`src/rtl/irq_sequencer.sv`:
```
// Multi-source interrupt sequencer: edge-latches up to eight lines, masks them,
// requests the lowest eligible source and tracks its service routine until RETIE.
module irq_sequencer #(
  parameter int          N_SRC     = 8,
  parameter logic [7:0]  MASK_PORT = 8'hE0,
  parameter logic [7:0]  PEND_PORT = 8'hE1,
  parameter logic [7:0]  STAT_PORT = 8'hE2
) (
  input  logic             clk,
  input  logic             rst,
  input  logic [N_SRC-1:0] irq_in,
  input  logic             i_flag,
  input  logic             int_ack,
  output logic             int_req,
  input  logic [7:0]       port_id,
  input  logic [7:0]       out_port,
  input  logic             io_strb,
  output logic [7:0]       rd_data,
  output logic             rd_hit
);

  localparam logic [1:0] ST_IDLE      = 2'd0;
  localparam logic [1:0] ST_REQ       = 2'd1;
  localparam logic [1:0] ST_SVC_ENTER = 2'd2;
  localparam logic [1:0] ST_SVC       = 2'd3;

  logic [1:0]       state;
  logic [N_SRC-1:0] irq_q;
  logic [N_SRC-1:0] pending;
  logic [N_SRC-1:0] mask;
  logic [2:0]       active_id;
  logic             active_valid;

  logic [N_SRC-1:0] rise;
  logic [N_SRC-1:0] elig;
  logic [N_SRC-1:0] win_oh;
  logic [N_SRC-1:0] pend_clr;
  logic [2:0]       win_id;
  logic             mask_wr;
  logic             pend_wr;
  logic             ack_take;

  assign rise     = irq_in & ~irq_q;
  assign elig     = pending & mask;
  // Isolates the lowest set bit of elig (two's-complement trick).
  assign win_oh   = elig & (~elig + 1'b1);
  assign mask_wr  = io_strb && (port_id == MASK_PORT);
  assign pend_wr  = io_strb && (port_id == PEND_PORT);
  assign ack_take = (state == ST_REQ) && int_ack;
  assign pend_clr = (pend_wr  ? out_port[N_SRC-1:0] : '0)
                  | (ack_take ? win_oh              : '0);
  assign int_req  = (state == ST_REQ);

  // NOTE: every variable written in always_comb gets a default first, so no
  // path through the block leaves it unassigned and no latch is inferred.
  always_comb begin
    win_id = 3'd0;
    for (int i = N_SRC - 1; i >= 0; i--) begin
      if (elig[i]) win_id = 3'(i);
    end
  end

  // NOTE: sequential state uses non-blocking assignments so every register
  // samples the pre-edge values regardless of statement order.
  always_ff @(posedge clk) begin
    if (rst) begin
      state        <= ST_IDLE;
      irq_q        <= '0;
      pending      <= '0;
      mask         <= '0;
      active_id    <= 3'd0;
      active_valid <= 1'b0;
    end else begin
      irq_q   <= irq_in;
      // Set wins over clear: rise is ORed in after the clear.
      pending <= (pending & ~pend_clr) | rise;
      if (mask_wr) mask <= out_port[N_SRC-1:0];

      case (state)
        ST_IDLE: begin
          if (i_flag && (|elig)) state <= ST_REQ;
        end
        ST_REQ: begin
          if (int_ack) begin
            active_id    <= win_id;
            active_valid <= 1'b1;
            state        <= ST_SVC_ENTER;
          end else if (!i_flag || !(|elig)) begin
            state <= ST_IDLE;
          end
        end
        ST_SVC_ENTER: begin
          if (!i_flag) state <= ST_SVC;
        end
        default: begin
          if (i_flag) begin
            active_valid <= 1'b0;
            state        <= ST_IDLE;
          end
        end
      endcase
    end
  end

  always_comb begin
    rd_data = 8'h00;
    rd_hit  = 1'b0;
    if (port_id == MASK_PORT) begin
      rd_hit               = 1'b1;
      rd_data[N_SRC-1:0]   = mask;
    end else if (port_id == PEND_PORT) begin
      rd_hit               = 1'b1;
      rd_data[N_SRC-1:0]   = pending;
    end else if (port_id == STAT_PORT) begin
      rd_hit               = 1'b1;
      rd_data              = {active_valid, 2'b00, state, active_id};
    end
  end

endmodule

```
`config.mk`:
```
export PLATFORM = sky130hd
export DESIGN_NAME = irq_sequencer
export DESIGN_NICKNAME = d
export VERILOG_FILES = /design/src/rtl/irq_sequencer.sv
export SDC_FILE = /design/constraint.sdc
export NUM_CORES = 1
export LEC_CHECK = 0
export CORE_MARGIN = 5
export CORE_UTILIZATION = 45
export DETAILED_ROUTE_END_ITERATION = 10
export PLACE_DENSITY = 0.75
export SLEW_MARGIN = 20
export SYNTH_ARGS = -nofsm -noshare
export SYNTH_HDL_FRONTEND = slang
export SYNTH_SLANG_ARGS = --single-unit
```
`constraint.sdc`:
```
create_clock -name clk -period 1.6 [get_ports clk]
set_input_delay 0.16 -clock clk [delete_from_list [all_inputs] [get_ports clk]]
set_output_delay 0.16 -clock clk [all_outputs]
set_load 0.005 [all_outputs]
```
# Word-level counts from Yosys, hierarchy flattened
# Index checks and enable logic that the tools add are counted.
dict set report word_totals {
  n_memories 0
  ramBits 0
  regBits 30
  latch_bits 0
  romBits 0
  out_inout_bits 10
}
dict set report classes {
  shifts 0
  n_mul 0
  bitwise 10
  n_reduce_logical 15
  order_cmp 0
  n_mux 25
  div 0
  addsub 1
  eq_ne 9
}
# cell n
set op_table {}
lappend op_table {{2-to-1 mux 8 bit} 5}
lappend op_table {{bitwise AND 8 bit} 4}
lappend op_table {{== test 8 bit (second input constant)} 3}
lappend op_table {{2-to-1 mux 3 bit} 8}
lappend op_table {{NOT 8 bit} 3}
lappend op_table {{OR 8 bit} 2}
lappend op_table {{2-to-1 mux 2 bit} 5}
lappend op_table {{adder 8 x 1 -> 8 bit (second input constant)} 1}
lappend op_table {{OR reduction 8 bit} 1}
lappend op_table {{inequality test 2 bit (second input constant)} 3}
lappend op_table {{one-hot mux 2 bit (3 select lines)} 1}
lappend op_table {{2-to-1 mux 1 bit} 5}
lappend op_table {{logical AND 1 bit} 4}
lappend op_table {{AND reduction 4 bit} 1}
lappend op_table {{nonzero test 4 bit} 1}
lappend op_table {{inequality test 3 x 2 -> 1 bit (second input constant)} 1}
lappend op_table {{AND reduction 3 bit} 1}
lappend op_table {{== test 2 x 1 -> 1 bit (second input constant)} 1}
lappend op_table {{== test 2 bit (second input constant)} 1}
lappend op_table {{logical NOT 1 bit} 2}
lappend op_table {{logical NOT 2 bit} 1}
lappend op_table {{one-hot mux 1 bit (2 select lines)} 1}
lappend op_table {{AND reduction 2 bit} 1}
lappend op_table {{nonzero test 2 bit} 1}
lappend op_table {{other kinds (3)} 3}

# Depth between registers and ports, before layout
# Gate-level depths: netlist of the first run.
dict set report logic_depth {
  depth_word 9
  mapped_depth 5
}

# Least setup slack after synthesis of the first run
# Ideal clock, no wire load.
dict set report synth_timing {
  path_kind {register -> register}
  startpoint {reg pending[1]}
  endpoint {reg pending[6]}
  arrival_ps 1209
  path_buffers 0
  required_time_ps 1484
  path_stages_with_launch 5
  setup_ps 116
  slack_ps 275
  path_cell_list {dfxtp_1 > a222oi_1 > and3_4 > nand3_2 > a41o_1}
}
dict set report synth_between {
  elab_chain_len 9
}
# item line_no
set synth_rtl {}
lappend synth_rtl {{start, declared} 29} ;# logic [N_SRC-1:0] pending;
lappend synth_rtl {{start signal, assigned} 76} ;# pending <= (pending & ~pend_clr) | rise;
lappend synth_rtl {{bitwise AND 8 bit} 44} ;# assign elig = pending & mask;
lappend synth_rtl {{NOT 8 bit} 46} ;# assign win_oh = elig & (~elig + 1'b1);
lappend synth_rtl {{adder 8 x 1 -> 8 bit} 46}
lappend synth_rtl {{bitwise AND 8 bit} 46}
lappend synth_rtl {{2-to-1 mux 8 bit} 51} ;# | (ack_take ? win_oh : '0);
lappend synth_rtl {{OR 8 bit} 51}
lappend synth_rtl {{NOT 8 bit} 76}
lappend synth_rtl {{bitwise AND 8 bit} 76}
lappend synth_rtl {{OR 8 bit} 76}
# No other way between the ends.
# A chain may end at the register's enable or synchronous reset.

# Worst setup path after layout of the first run
dict set report layout_timing {
  startpoint {in port_id[1]}
  endpoint {out rd_data[2]}
}
dict set report layout_between {
  elab_chain_len 4
  word_cells_on_any_way 6
  cone_classes {3 x eq/ne; 3 x mux}
}
# item line_no
set layout_rtl {}
lappend layout_rtl {{start, declared} 15} ;# input logic [7:0] port_id,
lappend layout_rtl {{== test 8 bit} 114} ;# end else if (port_id == STAT_PORT) begin
lappend layout_rtl {{2-to-1 mux 8 bit} 114}
lappend layout_rtl {{2-to-1 mux 8 bit} 111} ;# end else if (port_id == PEND_PORT) begin
lappend layout_rtl {{2-to-1 mux 8 bit (*)} 108} ;# if (port_id == MASK_PORT) begin
lappend layout_rtl {{end, declared} 18} ;# output logic [7:0] rd_data,
# Every way passes the cells marked *; elsewhere a longest branch is shown, timed or not.

==> metrics.cfg, run 1 <==
[worst_setup_path]
worstSetupPathType = in2out
critPathMaxStageDelay_ps = 440
slowest_stage = clkdlybuf4s50_1
crit_path_start_kind = input pin
worst_ep_required_time_ps = 1440
crit_family = buffers and inverters
cp-end-kind = primary output
worstPathBufferInverterCount = 3
crit_chain = clkdlybuf4s50_1 > nor2b_2 > buf_4 > a21oi_1 > nor2_1 > dlygate4sd2_1
worstPathMaxFanout = 6
worstPathArrival_ps = 1380

[placement]
hpwl_um = 2980
placed_area_um2 = 2020
place_inst = 263
gp_congestion = 0.862
portBuffers = 38

[floorplan]
die_h_um = 67.5
row_count = 20
core_area_um2 = 3100
pin_count = 39
start_util_pct = 48.0
die_w_um = 67.5
die_area_um2 = 4560

[clocking]
cts.htree.levels = 2
insertion_delay_ps = 320
numClockSinks = 30
cts.reportedPaths.clkPinSlew_ps = 90
cts_max_path_buffers = 2
cts_buffers = 5
root_buffer = clkbuf_4
cts_tree = done

[routing]
routedWlPerCell_um = 14.5
wl_met2_um = 1830
drc = 0
vias_per_cell = 5.45
vias = 1510
dr.pass1.iters = 4
wirelength_um = 4020
detail_route.iter0.violations = 44
routed.top_layer = met4
ant_nets = 0
wl_met1_um = 1790
wl_met3_um = 319

[min_path]
hold_path.class = in2reg

[status]
outcome = complete, no violations

[cells_and_area]
final_area_um2 = 2180
area_growth_pct = 46.6
nNetsFinal = 261
fillers = 258
drive_gt1_share_pct = 22.7
finalNonFillerCells = 277
n_antenna_cell = 0

[yosys]
ys_seq_elements = 30
syn_area_um2 = 1490
avgSynthCellArea_um2 = 8.52
synthesis.instances = 175
synthesis.nets = 204
ys_warn_count = 0
yosysUniqueCellTypes = 42
ys_seq_area_share_pct = 40.3

[sta]
finalCritPeriodShare_pct = 96.4
hold_violations = 0
max_freq_mhz = 648
whs_ps = 383
slew_viol_final = 0
tightest_slew_ps = 348
max_slew_margin_pct = 76.8
setup_viol = 0
min_period_ps = 1540
skew_ps = 11.4

[global_routing]
grt_max_degree = 15
grt_pass1_wl_um = 6700
antenna_found_initial = 0
overflow = 0
grtUsageTotal_pct = 19.7
grt_pass1_vias = 1456

[power_and_ir_drop]
powerDensity_nw_per_um2 = 672
total_power_mw = 1.47
p_leak_nw = 1.00
peakVddDrop_mv = 0.535

[run]
drv_cap = 0

==> path summary, 6_finish.rpt <==
kind              start    endpoint  slack (ps)  cells past startpoint
max          port_id[1]  rd_data[2]          60                      6
min           irq_in[0]    irq_q[0]         380                      3
max reg2reg     mask[1]  pending[7]          80                      5
min reg2reg    irq_q[0]  pending[0]         410                      1
==> cells by family (layout without fill, tap and decap cells) <==
family / after synthesis / count (layout) / synth area share [%]
muxes: 16 / 16 / 10.7
DFF: 30 / 30 / 40.3
and+or+nand+nor: 76 / 76 / 25.8
buffers and inverters: 13 / 71 / 4.03
AOI/OAI and AO/OA: 40 / 40 / 19.1
==> power by group <==
group | internal (mW) | total [mW] | switching (mW)
registers | 0.776 | 0.800 | 0.0242
clock network | 0.213 | 0.456 | 0.244
logic | 0.130 | 0.213 | 0.0822
total | 1.12 | 1.47 | 0.350
==> stage by stage <==
| stage | setup WS [ps] | TNS, ps | utilization (%) |
|---|---|---|---|
| 2_1_floorplan | 275 | 0 | - |
| 3_3_place_gp | -432 | -4310 | 65.1 |
| 3_5_place_dp | -410 | -5000 | 65.1 |
| 4_1_cts | 13.0 | 0 | 69.3 |
| 5_1_grt | -25.7 | -25.9 | 70.4 |
| 6_report | 57.8 | 0 | 70.4 |
==> per-layer routing <==
metal / vias up / track usage (%)
li1: 741 / -
met1: 704 / 24.0
met2: 56 / 31.6
met3: 9 / 6.49
met4: 0 / 8.10
met5: - / 0
==> state kept, by name, indices dropped and copies added (netlist names) <==
name          count
active_id         3
state             2
active_valid      1
pending           8
irq_q             8
mask              8
==> area by class of cell <==
cell class / count / area (um^2) / area share (%)
inverter: 7 / 26.3 / 1.20
clock inverter: 1 / 5.00 / 0.229
sequential: 30 / 611 / 27.9
multi-input combinational: 132 / 878 / 40.2
timing repair buffer: 56 / 554 / 25.4
tap: 44 / 55.1 / 2.52
clock buffer: 7 / 55.1 / 2.52
==> cell usage in the layout, fill, tap and decap left out, types with 2 or more instances in the layout <==
cell type / count
dfxtp_1: 24
a21oi_1: 11
nand2_1: 23
dfxtp_2: 5
a21oi_2: 5
o21ai_1: 2
a41o_1: 2
inv_1: 7
nand3_1: 3
buf_6: 2
buf_12: 3
dlygate4sd2_1: 8
a21boi_0: 2
a221o_1: 2
clkdlybuf4s50_1: 23
nor2_1: 22
a311oi_1: 2
buf_4: 12
nor3_4: 2
buf_2: 5
nor2b_1: 10
nor2_2: 3
a22oi_1: 2
nand3b_1: 2
o211ai_1: 2
clkbuf_4: 5
mux2i_1: 16
==> cells in the mapped netlist (all sizes together) <==
master | n | area, um^2
a211oi | 2 | 20.0
a21bo | 1 | 10.0
a21boi | 2 | 15.0
a21oi | 16 | 83.8
a221o | 2 | 20.0
a222oi | 1 | 10.0
a22o | 1 | 8.76
a22oi | 2 | 15.0
a311oi | 2 | 17.5
a32o | 1 | 10.0
a32oi | 1 | 8.76
a41o | 2 | 20.0
a41oi | 1 | 8.76
and3 | 2 | 17.5
and3b | 1 | 8.76
and4 | 1 | 8.76
and4bb | 1 | 12.5
buf | 5 | 30.0
clkbuf | 1 | 3.75
dfxtp | 30 | 601
inv | 7 | 26.3
mux2i | 16 | 160
nand2 | 23 | 86.3
nand2b | 1 | 6.26
nand3 | 4 | 25.0
nand3b | 2 | 15.0
nand4b | 1 | 8.76
nor2 | 25 | 93.8
nor2b | 11 | 68.8
nor3 | 2 | 10.0
nor3b | 1 | 7.51
nor4b | 1 | 15.0
o211ai | 2 | 15.0
o21a | 1 | 7.51
o21ai | 3 | 15.0
==> worst reg2reg max path: stages (launching register included) <==
cell and delay [ps]:
dfxtp_1 350, a222oi_1 340, buf_4 180, and3_4 220, nor4b_2 230, a211oi_2 80
==> repair_timing <==
action,4_1_cts,5_1_grt
hold buffers,0,0
pin swaps,6,3
setup endpoints to repair,10,9
gates resized for setup,42,12
cloned,1,0
setup buffers,4,1
(Power assumes the default switching activity.)
==> run 2: changes to the inputs <==
Settings changed: CORE_ASPECT_RATIO from default to 1.4, GPL_TIMING_DRIVEN from default to 1.
==> run 2 against run 1 <==
  * Sequential power about the same
  * Critical path depth grew 1
  * Clock-buffer cell count stayed put
  * Non-clock buffer count grew 6
==> metrics.cfg, run 2 (synthesis results as in run 1) <==
[status]
outcome = complete, no violations

[cells_and_area]
drive_gt1_share_pct = 20.9  ; -1.8 points
final_common_cell = dfxtp_1
area_growth_pct = 47.8
top_regs = irq_q x8, mask x8, pending x8
mostFrequentLayoutCells = dfxtp_1 (29), nand2_1 (23), clkdlybuf4s50_1 (23), nor2_1 (22), buf_4 (20)
nNetsFinal = 267  ; +2.3%
final_util_pct = 69.8  ; -0.56 points
n_antenna_cell = 0  ; unchanged

[worst_setup_path]
worstPathMaxFanout = 4  ; -2
crit_chain = clkdlybuf4s50_1 > nand3b_1 > buf_4 > buf_6 > buf_4 > nor2_1 > buf_2
reg2reg_to = pending[6]
r2r-start = mask[1]
cp-end-kind = primary output
slowest_stage = clkdlybuf4s50_1
worstPathArrival_ps = 1400  ; +20 ps
crit_path_start_kind = input pin
reg2regPathDepth = 4  ; -1
worstSetupPathType = in2out
crit_top_cell = buf_4
worst_ep_required_time_ps = 1440  ; about the same
critPathMaxStageDelay_ps = 430  ; about the same
r2r_slack_ps = 100  ; +20 ps

[routing]
vias = 1505  ; -0.33%
ant_nets = 0  ; unchanged
vias_per_cell = 5.41  ; -0.69%
detail_route.iter0.violations = 21  ; -52%
wirelength_um = 4050  ; +0.75%
drc = 0  ; unchanged
dr.pass1.iters = 4  ; unchanged
routedWlPerCell_um = 14.6  ; +0.38%

[global_routing]
grtUsageTotal_pct = 19.1  ; -0.56 points
grt_pass1_vias = 1545  ; +6.1%
overflow = 0  ; unchanged
grt_max_degree = 10  ; -5
antenna_found_initial = 0  ; unchanged
grt_pass1_wl_um = 6780  ; +1.1%

[power_and_ir_drop]
powerDensity_nw_per_um2 = 735  ; +9.3%
p_leak_nw = 1.00  ; about the same
total_power_mw = 1.62  ; +10%
peakVddDrop_mv = 0.727  ; +36%

[min_path]
worstHoldStart = irq_q[1]
hold_end = pending[1]
hold_depth = 1  ; -2
hold_path.class = reg2reg

[placement]
hpwl_um = 2900  ; -2.5%
portBuffers = 38  ; unchanged
gp_congestion = 0.818  ; -5.1%

[floorplan]
row_count = 24  ; +20%
core_area_um2 = 3150  ; +1.6%
die_h_um = 78.1  ; +16%
die_area_um2 = 4580  ; +0.36%
pin_count = 39  ; unchanged
die_w_um = 58.6  ; -13%
start_util_pct = 47.3  ; -0.76 points

[sta]
tightest_slew_ps = 400  ; +51.5 ps
max_freq_mhz = 643  ; -0.82%
min_period_ps = 1560  ; +12.8 ps
slew_viol_final = 0  ; unchanged
hold_violations = 0  ; unchanged
max_slew_margin_pct = 73.3  ; -3.4 points
whs_ps = 406  ; +23.0 ps
setup_viol = 0  ; unchanged
skew_ps = 8.34  ; -3.09 ps
finalCritPeriodShare_pct = 97.2  ; +0.80 points

[clocking]
cts_buffers = 5  ; unchanged
insertion_delay_ps = 280  ; -40 ps
root_buffer = clkbuf_8
ctsHoldBuffers = 0  ; unchanged
cts.reportedPaths.clkPinSlew_ps = 50  ; -40 ps
cts_tree = done
cts_max_path_buffers = 2  ; unchanged
cts.htree.levels = 2  ; unchanged
numClockSinks = 30  ; unchanged

[run]
drv_cap = 0  ; unchanged

==> run 2: changes by cell type in the layout (fill, tap and decap cells not counted), moves of 3 or more <==
cell / delta
buf_4: +8
clkbuf_4: -5
clkbuf_8: +5
dfxtp_1: +5
dfxtp_2: -4
a21oi_1: +3
a21oi_2: -3
==> run 2: how the worst max path moves through the flow <==
stage	startpoint	end	slack [ps]	cells after the start
after floorplan	pending[1]	pending[6]	280	4
after global placement	port_id[2]	rd_data[5]	-340	5
after detailed placement	port_id[2]	rd_data[6]	-390	5
after CTS	port_id[3]	rd_data[5]	7	7
after global routing	port_id[2]	rd_data[2]	-3	8
final	port_id[4]	rd_data[2]	40	7
==> run 2: per-layer routing <==
layer  global-route usage (%)  wire (um)  vias to the layer above  part of all wire (%)
met1                     19.3       1560                      690                    39
met2                     33.3       2150                       50                    53
met4                     11.3        121                        0                   3.0
met3                     6.24        222                       14                   5.5
li1                         -          -                      751                     -
met5                        0          0                        -                     0
==> run 2: through the flow <==
step | instances | worst slack (ps) | setup TNS (ps) | area [um^2]
finish | 278 | 45.0 | 0 | 2200
global placement | 260 | -343 | -3610 | 2000
detailed placement | 260 | -392 | -4470 | 2000
CTS | 277 | 7.00 | 0 | 2180
global route | 278 | -3.21 | -6.63 | 2200
floorplan | 175 | 275 | 0 | 1490
==> run 2: what timing repair did <==
item                       in CTS  in global routing
pin swaps                       3                  4
resized for setup              37                  9
gates cloned                    1                  0
setup endpoints to repair       9                  9
buffers inserted                8                  1
==> run 2: power by group <==
part,switching [mW],internal (mW)
registers,0.0239,0.778
logic,0.0777,0.127
clock network,0.265,0.346
==> run 2: final cells by class <==
| cell class | instances | area, um^2 |
|---|---|---|
| tap | 39 | 48.8 |
| sequential | 30 | 602 |
| fill | 258 | 951 |
| inverter | 7 | 26.3 |
| multi-input combinational | 132 | 870 |
| clock buffer | 7 | 86.3 |
| clock inverter | 1 | 5.00 |
| timing repair buffer | 62 | 564 |
==> run 2: worst max-delay path: cells and delay by family <==
family,cells,cell delay (ps)
buffers and inverters,5,950
AND/OR/NAND/NOR,2,290
==> run 3: changes to the inputs <==
Settings changed: HOLD_SLACK_MARGIN from default to 0.05.
==> results of run 3 <==
Final layout, timing and power as in run 2 (identical DEF).
